$ cat src/rtl/aes_core_arbiter.sv
// Rotating-priority arbiter sharing one AES block core among NUM_REQ requesters,
// with a watchdog that aborts a transaction whose core never reports done.
module aes_core_arbiter #(
  parameter int NUM_REQ        = 4,
  parameter int ID_W           = 2,
  parameter int TIMEOUT_CYCLES = 64
) (
  input  logic                     clk,
  input  logic                     rst,
  input  logic [NUM_REQ-1:0]       req,
  input  logic [NUM_REQ*128-1:0]   req_data,
  output logic [NUM_REQ-1:0]       gnt,
  output logic [NUM_REQ-1:0]       rsp_valid,
  output logic [127:0]             rsp_data,
  output logic                     err,
  output logic [ID_W-1:0]          err_id,
  output logic                     busy,
  output logic                     aes_start,
  output logic [127:0]             aes_in,
  input  logic [127:0]             aes_out,
  input  logic                     aes_done,
  input  logic                     aes_busy
);

  localparam int TMR_W = $clog2(TIMEOUT_CYCLES + 1);

  typedef enum logic [1:0] {IDLE, ISSUE, WAIT} state_t;

  state_t              state, state_nxt;
  logic [ID_W-1:0]     ptr, ptr_nxt;
  logic [ID_W-1:0]     owner, owner_nxt, owner_adv;
  logic [ID_W-1:0]     winner;
  logic [ID_W:0]       scan;
  logic                found;
  logic [TMR_W-1:0]    timer, timer_nxt;
  logic [NUM_REQ-1:0]  gnt_nxt, rsp_valid_nxt;
  logic [127:0]        rsp_data_nxt, aes_in_nxt, win_data;
  logic                err_nxt, aes_start_nxt;
  logic [ID_W-1:0]     err_id_nxt;
  logic                grant_ok, timeout_hit;

  // First asserted request at or after ptr, wrapping at NUM_REQ-1.
  always_comb begin
    winner = ptr;
    found  = 1'b0;
    scan   = '0;
    for (int k = 0; k < NUM_REQ; k++) begin
      scan = {1'b0, ptr} + (ID_W+1)'(k);
      if (scan >= (ID_W+1)'(NUM_REQ))
        scan = scan - (ID_W+1)'(NUM_REQ);
      if (!found && req[scan[ID_W-1:0]]) begin
        found  = 1'b1;
        winner = scan[ID_W-1:0];
      end
    end
    win_data = req_data[128*winner +: 128];
  end

  assign grant_ok    = found && !aes_busy;
  assign timeout_hit = (timer == TMR_W'(TIMEOUT_CYCLES - 1));
  assign owner_adv   = (owner == ID_W'(NUM_REQ - 1)) ? '0 : owner + ID_W'(1);

  always_ff @(posedge clk) begin
    if (rst)
      state <= IDLE;
    else
      state <= state_nxt;
  end

  always_comb begin
    state_nxt = state;
    case (state)
      IDLE:    if (grant_ok) state_nxt = ISSUE;
      ISSUE:   state_nxt = WAIT;
      WAIT:    if (aes_done || timeout_hit) state_nxt = IDLE;
      default: state_nxt = IDLE;
    endcase
  end

  // Next values for the registered outputs; done takes precedence over the watchdog.
  always_comb begin
    gnt_nxt       = '0;
    rsp_valid_nxt = '0;
    err_nxt       = 1'b0;
    aes_start_nxt = 1'b0;
    rsp_data_nxt  = rsp_data;
    aes_in_nxt    = aes_in;
    err_id_nxt    = err_id;
    ptr_nxt       = ptr;
    owner_nxt     = owner;
    timer_nxt     = timer;
    case (state)
      IDLE: begin
        if (grant_ok) begin
          gnt_nxt[winner] = 1'b1;
          owner_nxt       = winner;
          aes_in_nxt      = win_data;
        end
      end
      ISSUE: begin
        aes_start_nxt = 1'b1;
        timer_nxt     = '0;
      end
      WAIT: begin
        if (aes_done) begin
          rsp_data_nxt         = aes_out;
          rsp_valid_nxt[owner] = 1'b1;
          ptr_nxt              = owner_adv;
        end else if (timeout_hit) begin
          err_nxt    = 1'b1;
          err_id_nxt = owner;
          ptr_nxt    = owner_adv;
        end else begin
          timer_nxt = timer + TMR_W'(1);
        end
      end
      default: ;
    endcase
  end

  always_ff @(posedge clk) begin
    if (rst) begin
      gnt       <= '0;
      rsp_valid <= '0;
      rsp_data  <= '0;
      err       <= 1'b0;
      err_id    <= '0;
      busy      <= 1'b0;
      aes_start <= 1'b0;
      aes_in    <= '0;
      ptr       <= '0;
      owner     <= '0;
      timer     <= '0;
    end else begin
      gnt       <= gnt_nxt;
      rsp_valid <= rsp_valid_nxt;
      rsp_data  <= rsp_data_nxt;
      err       <= err_nxt;
      err_id    <= err_id_nxt;
      busy      <= (state_nxt != IDLE);
      aes_start <= aes_start_nxt;
      aes_in    <= aes_in_nxt;
      ptr       <= ptr_nxt;
      owner     <= owner_nxt;
      timer     <= timer_nxt;
    end
  end

endmodule

$ cat config.mk
export PLATFORM = sky130hd
export DESIGN_NAME = aes_core_arbiter
export DESIGN_NICKNAME = d
export VERILOG_FILES = /design/src/rtl/aes_core_arbiter.sv
export SDC_FILE = /design/constraint.sdc
export NUM_CORES = 1
export LEC_CHECK = 0
export CAP_MARGIN = 20
export CELL_PAD_IN_SITES_DETAIL_PLACEMENT = 0
export CELL_PAD_IN_SITES_GLOBAL_PLACEMENT = 1
export CORE_AREA = 4 4 359 361
export CTS_BUF_LIST = sky130_fd_sc_hd__clkbuf_4 sky130_fd_sc_hd__clkbuf_8
export DETAILED_ROUTE_END_ITERATION = 10
export DIE_AREA = 0 0 363 365
export DONT_BUFFER_PORTS = 1
export GPL_TIMING_DRIVEN = 0
export PLACE_DENSITY_LB_ADDON = 0.1
export SKIP_CTS_REPAIR_TIMING = 1
export SYNTH_ARGS = -nofsm -noshare
export SYNTH_HDL_FRONTEND = slang
export SYNTH_SLANG_ARGS = --single-unit
$ cat constraint.sdc
create_clock -name clk -period 2.58 [get_ports clk]
set_clock_uncertainty 0.2 [all_clocks]
set_input_delay 0.129 -clock clk [delete_from_list [all_inputs] [get_ports clk]]
set_output_delay 0.129 -clock clk [all_outputs]
set_load 0.01 [all_outputs]
==> impl_metrics.ini, run 1 <==
[synthesis]
ys_ff_latch = 282
syn_area_per_cell_um2 = 8.67
synth_edf_count = 0
synthArstFlopShare_pct = 0
synth_cell_types = 51
synth_top_area_share_pct = 41.5
synth_area_leaders = dfxtp_1, mux2i_1, a221oi_1
syn_area_um2 = 13600
syn_inst = 1568
ys.flop_type = dfxtp_1
synth_nets = 2221
synth_top_cell_by_area = dfxtp_1
yosysSeqAreaShare_pct = 41.5
yosys_warnings = 0

[floorplan]
ioPinCount = 917
start_util_pct = 10.8
die_h_um = 365
rows = 130
die_w_um = 363

[clock_tree]
clock_sinks = 282
root_buffer = clkbuf_8
cts-htree-levels = 3
cts_made_buffers = 66
clock_path_buffers = 3

[placement]
dpl-instance-area_um2 = 15800
place_congestion = 0.826
io_buffers = 0
dp_cells = 3225
place_hpwl_mm = 80.6

[global_routing]
grt_max_degree = 11

[run_status]
stop_stage = global routing (5_1_grt)
toolErrorMsg = [ERROR RSZ-0060] Max buffer count reached.
status = stopped before the end

[timing]
worstEndpointGrtRepair = aes_in[27]$_SDFFE_PP0P_/D
worst-ep-kind = sequential cell input
## cells in the mapped netlist (all sizes together) (2+ instances only)
master / instances
a21oi: 138
a221oi: 128
a31oi: 2
and2: 7
and3: 5
buf: 76
clkbuf: 73
dfxtp: 282
ha: 5
inv: 4
mux2i: 133
nand2: 262
nand2b: 92
nand3: 5
nand3b: 3
nand4: 2
nor2: 18
nor2b: 4
nor3: 6
nor3b: 4
o21ai: 136
o22ai: 128
o41a: 2
or2: 39
## stage by stage
step,setup WS [ps],utilization [%]
4_1_cts,-591,13.8
2_1_floorplan,781,-
3_5_place_dp,-1020,12.6
3_3_place_gp,-1270,12.5
## kinds of logic after synthesis
family | Yosys count | synth area share (%)
fa+ha+maj | 5 | 0.460
compound gates | 542 | 25.3
xor+xnor | 1 | 0.0644
buf+inv | 153 | 7.02
simple gates | 451 | 15.8
flops | 282 | 41.5
mux | 134 | 9.88
==> run 2, diff against run 1 <==
- CELL_PAD_IN_SITES_DETAIL_PLACEMENT: 0 -> default
- CELL_PAD_IN_SITES_GLOBAL_PLACEMENT: 1 -> default
- CORE_AREA: 4 4 359 361 -> 4 4 357 359
- CTS_BUF_LIST: sky130_fd_sc_hd__clkbuf_4 sky130_fd_sc_hd__clkbuf_8 -> default
- DIE_AREA: 0 0 363 365 -> 0 0 361 363
- PLACE_DENSITY_LB_ADDON: 0.1 -> 0.15
==> run 2 against run 1 <==
  * The run now ends clean
  * Area after synthesis stayed put
  * Synthesized cell count unchanged
==> impl_metrics.ini, run 2 <==
[run_status]
status = complete, no violations

[drt]
drc_errors = 0
wl_per_cell_um = 26.5
drtAntennaViolNets = 0
finalWirelength_mm = 105
vias = 16176
dr.pass1.iters = 6
drtIter0Drc = 1082
vias_per_cell = 4.10

[floorplan]
start_util_pct = 11.0
ioPinCount = 917
die_h_um = 363
rows = 129
fp.coreArea_um2 = 124000
die_w_um = 361
dieArea_um2 = 131000

[global_routing]
grt_max_degree = 11
antenna_found_initial = 56
overflow = 0
busiest_layer = met2
grt.met3_usage_pct = 6.89
grt_use_total_pct = 14.3
use_met1_pct = 15.3
grt_pass1_wl_mm = 128
use_met2_pct = 24.7
grt_pass1_vias = 13335

[clock_tree]
clkLatencyLatePin_ps = 580
cts_made_buffers = 40
clock_path_buffers = 3
cts-htree-levels = 2
clk_pin_slew_ps = 60
cts_tree = done
root_buffer = clkbuf_16
clock_sinks = 282

[synthesis]
syn_area_per_cell_um2 = 8.67
synth_nets = 2221
synthTopCellsByCount = dfxtp_1, nand2_1, a21oi_1
yosys_warnings = 0
synth_edf_count = 0
yosysSeqAreaShare_pct = 41.5
syn_area_um2 = 13600
synth_top_cell_by_area = dfxtp_1
yosysMostFrequentCell = dfxtp_1
ys.flop_type = dfxtp_1
synth_area_leaders = dfxtp_1, mux2i_1, a221oi_1
synth_top_area_share_pct = 41.5
synth_cell_types = 51
ys_ff_latch = 282
synthArstFlopShare_pct = 0
syn_inst = 1568

[finish]
nets = 2913
fill_cells = 13694
multi_input_area_um2 = 7080
reg.largest.list = aes_in (128), rsp_data (128), timer (7)
final_common_cell = dlygate4sd3_1
final_cell_mix = dlygate4sd3_1, dfxtp_1, nand2_1, a21oi_1, o22ai_1
areaGrowthSynthToFinish_pct = 74.4
drive_gt1_share_pct = 8.22
regArea_um2 = 5650

[timing]
timing.hold.ws_ps = 45.7
rsz0062_at_grt = yes
setup_viol_count_final = 0
fmax_ghz = 0.403
period_needed_ps = 2480
finalCritPeriodShare_pct = 96.3
relSlewSlack_pct = 38.3
worstMarginPinSlew_ps = 925
setup_ws_ps = 95.6
finalHoldViolations = 0
maxSlewViolCount = 0

[placement]
place_ws_ps = -1050
io_buffers = 0
place_congestion = 0.879
place_hpwl_mm = 84.0

[worst_setup_path]
rrSetupSlack_ps = 100
worstPathArrival_ps = 2740
cp.required_ps = 2840
end_kind = register
worst_setup_path_start_kind = register
path_class = reg2reg
crit_fanout = 10

[pwr]
power.internal_uw = 9400
p_sw_share_pct = 31.1
vdd_ir_drop_max_v = 0.000457
power_switching_uw = 4240
p_leak_uw = 0.00802
power_frac_clock_pct = 41.0
sequentialPowerShare_pct = 38.3
pwr-share-comb_pct = 20.7
cellPowerDensity_nw_per_um2 = 575

[worst_hold_path]
hp-class = in2reg

[run]
cap_violations = 0
[run 2: stage by stage]
stage	power, uW	instances	util, %	cell area, um^2	setup TNS [ps]
final	13600	3949	19.2	23700	0
after global routing	14300	3935	19.1	23700	-64.5
after detailed placement	7200	3212	12.8	15800	-55540
after floorplan	6310	1568	-	13600	0
after CTS	13000	3280	13.8	17100	-31930
after global placement	7150	3205	12.6	15600	-97330
[run 2: final cells by class]
cell class | count | share of cell area, %
Multi-Input combinational cell | 1133 | 29.9
Inverter | 4 | 0.0739
Timing Repair Buffer | 651 | 27.8
Tap cell | 1637 | 8.64
Antenna cell | 26 | 0.274
Buffer | 148 | 4.14
Clock buffer | 60 | 4.96
Sequential cell | 282 | 23.8
Clock inverter | 8 | 0.459
[run 2: per-layer routing]
layer,up-vias,share of wire (%),routed length (um)
li1,7190,-,-
met1,7683,37,38700
met2,1031,48,50500
met3,264,10,10900
met4,8,4.2,4410
met5,-,0.053,55
[run 2: power by group through the flow]
stage               sequential, uW  combinational, uW  clock (uW)
global placement              5330               1820           0
floorplan                     5110               1200           0
detailed placement            5320               1880           0
global route                  5260               3030        6000
CTS                           5230               1890        5870
finish                        5220               2820        5600
[run 2: path summary, 6_finish.rpt]
| path | startpoint | to | cells after the start |
|---|---|---|---|
| setup reg to reg | ptr[0] | aes_in[100] | 9 |
| setup / recovery | ptr[0] | aes_in[100] | 9 |
| hold / removal | aes_out[28] | rsp_data[28] | 3 |
| hold reg to reg | timer[6] | timer[6] | 2 |
[run 2: cells by family (layout without fill, tap and decap cells)]
logic type,Yosys count,in the layout,synth area share (%)
buf+inv,153,871,7.02
xor+xnor,1,1,0.0644
fa+ha+maj,5,5,0.460
other cells,0,26,0
compound gates,542,542,25.3
simple gates,451,451,15.8
flops,282,282,41.5
mux,134,134,9.88
[run 2: critical path, cell delays in order, from the launching register on]
cell and delay [ps]:
dfxtp_1 320, buf_6 140, nor2b_2 210, nor2_1 60, a22o_2 300, buf_6 150, buf_12 150, buf_12 210
mux2i_2 390, o22ai_1 150
Power figures use the tool's default switching activity.
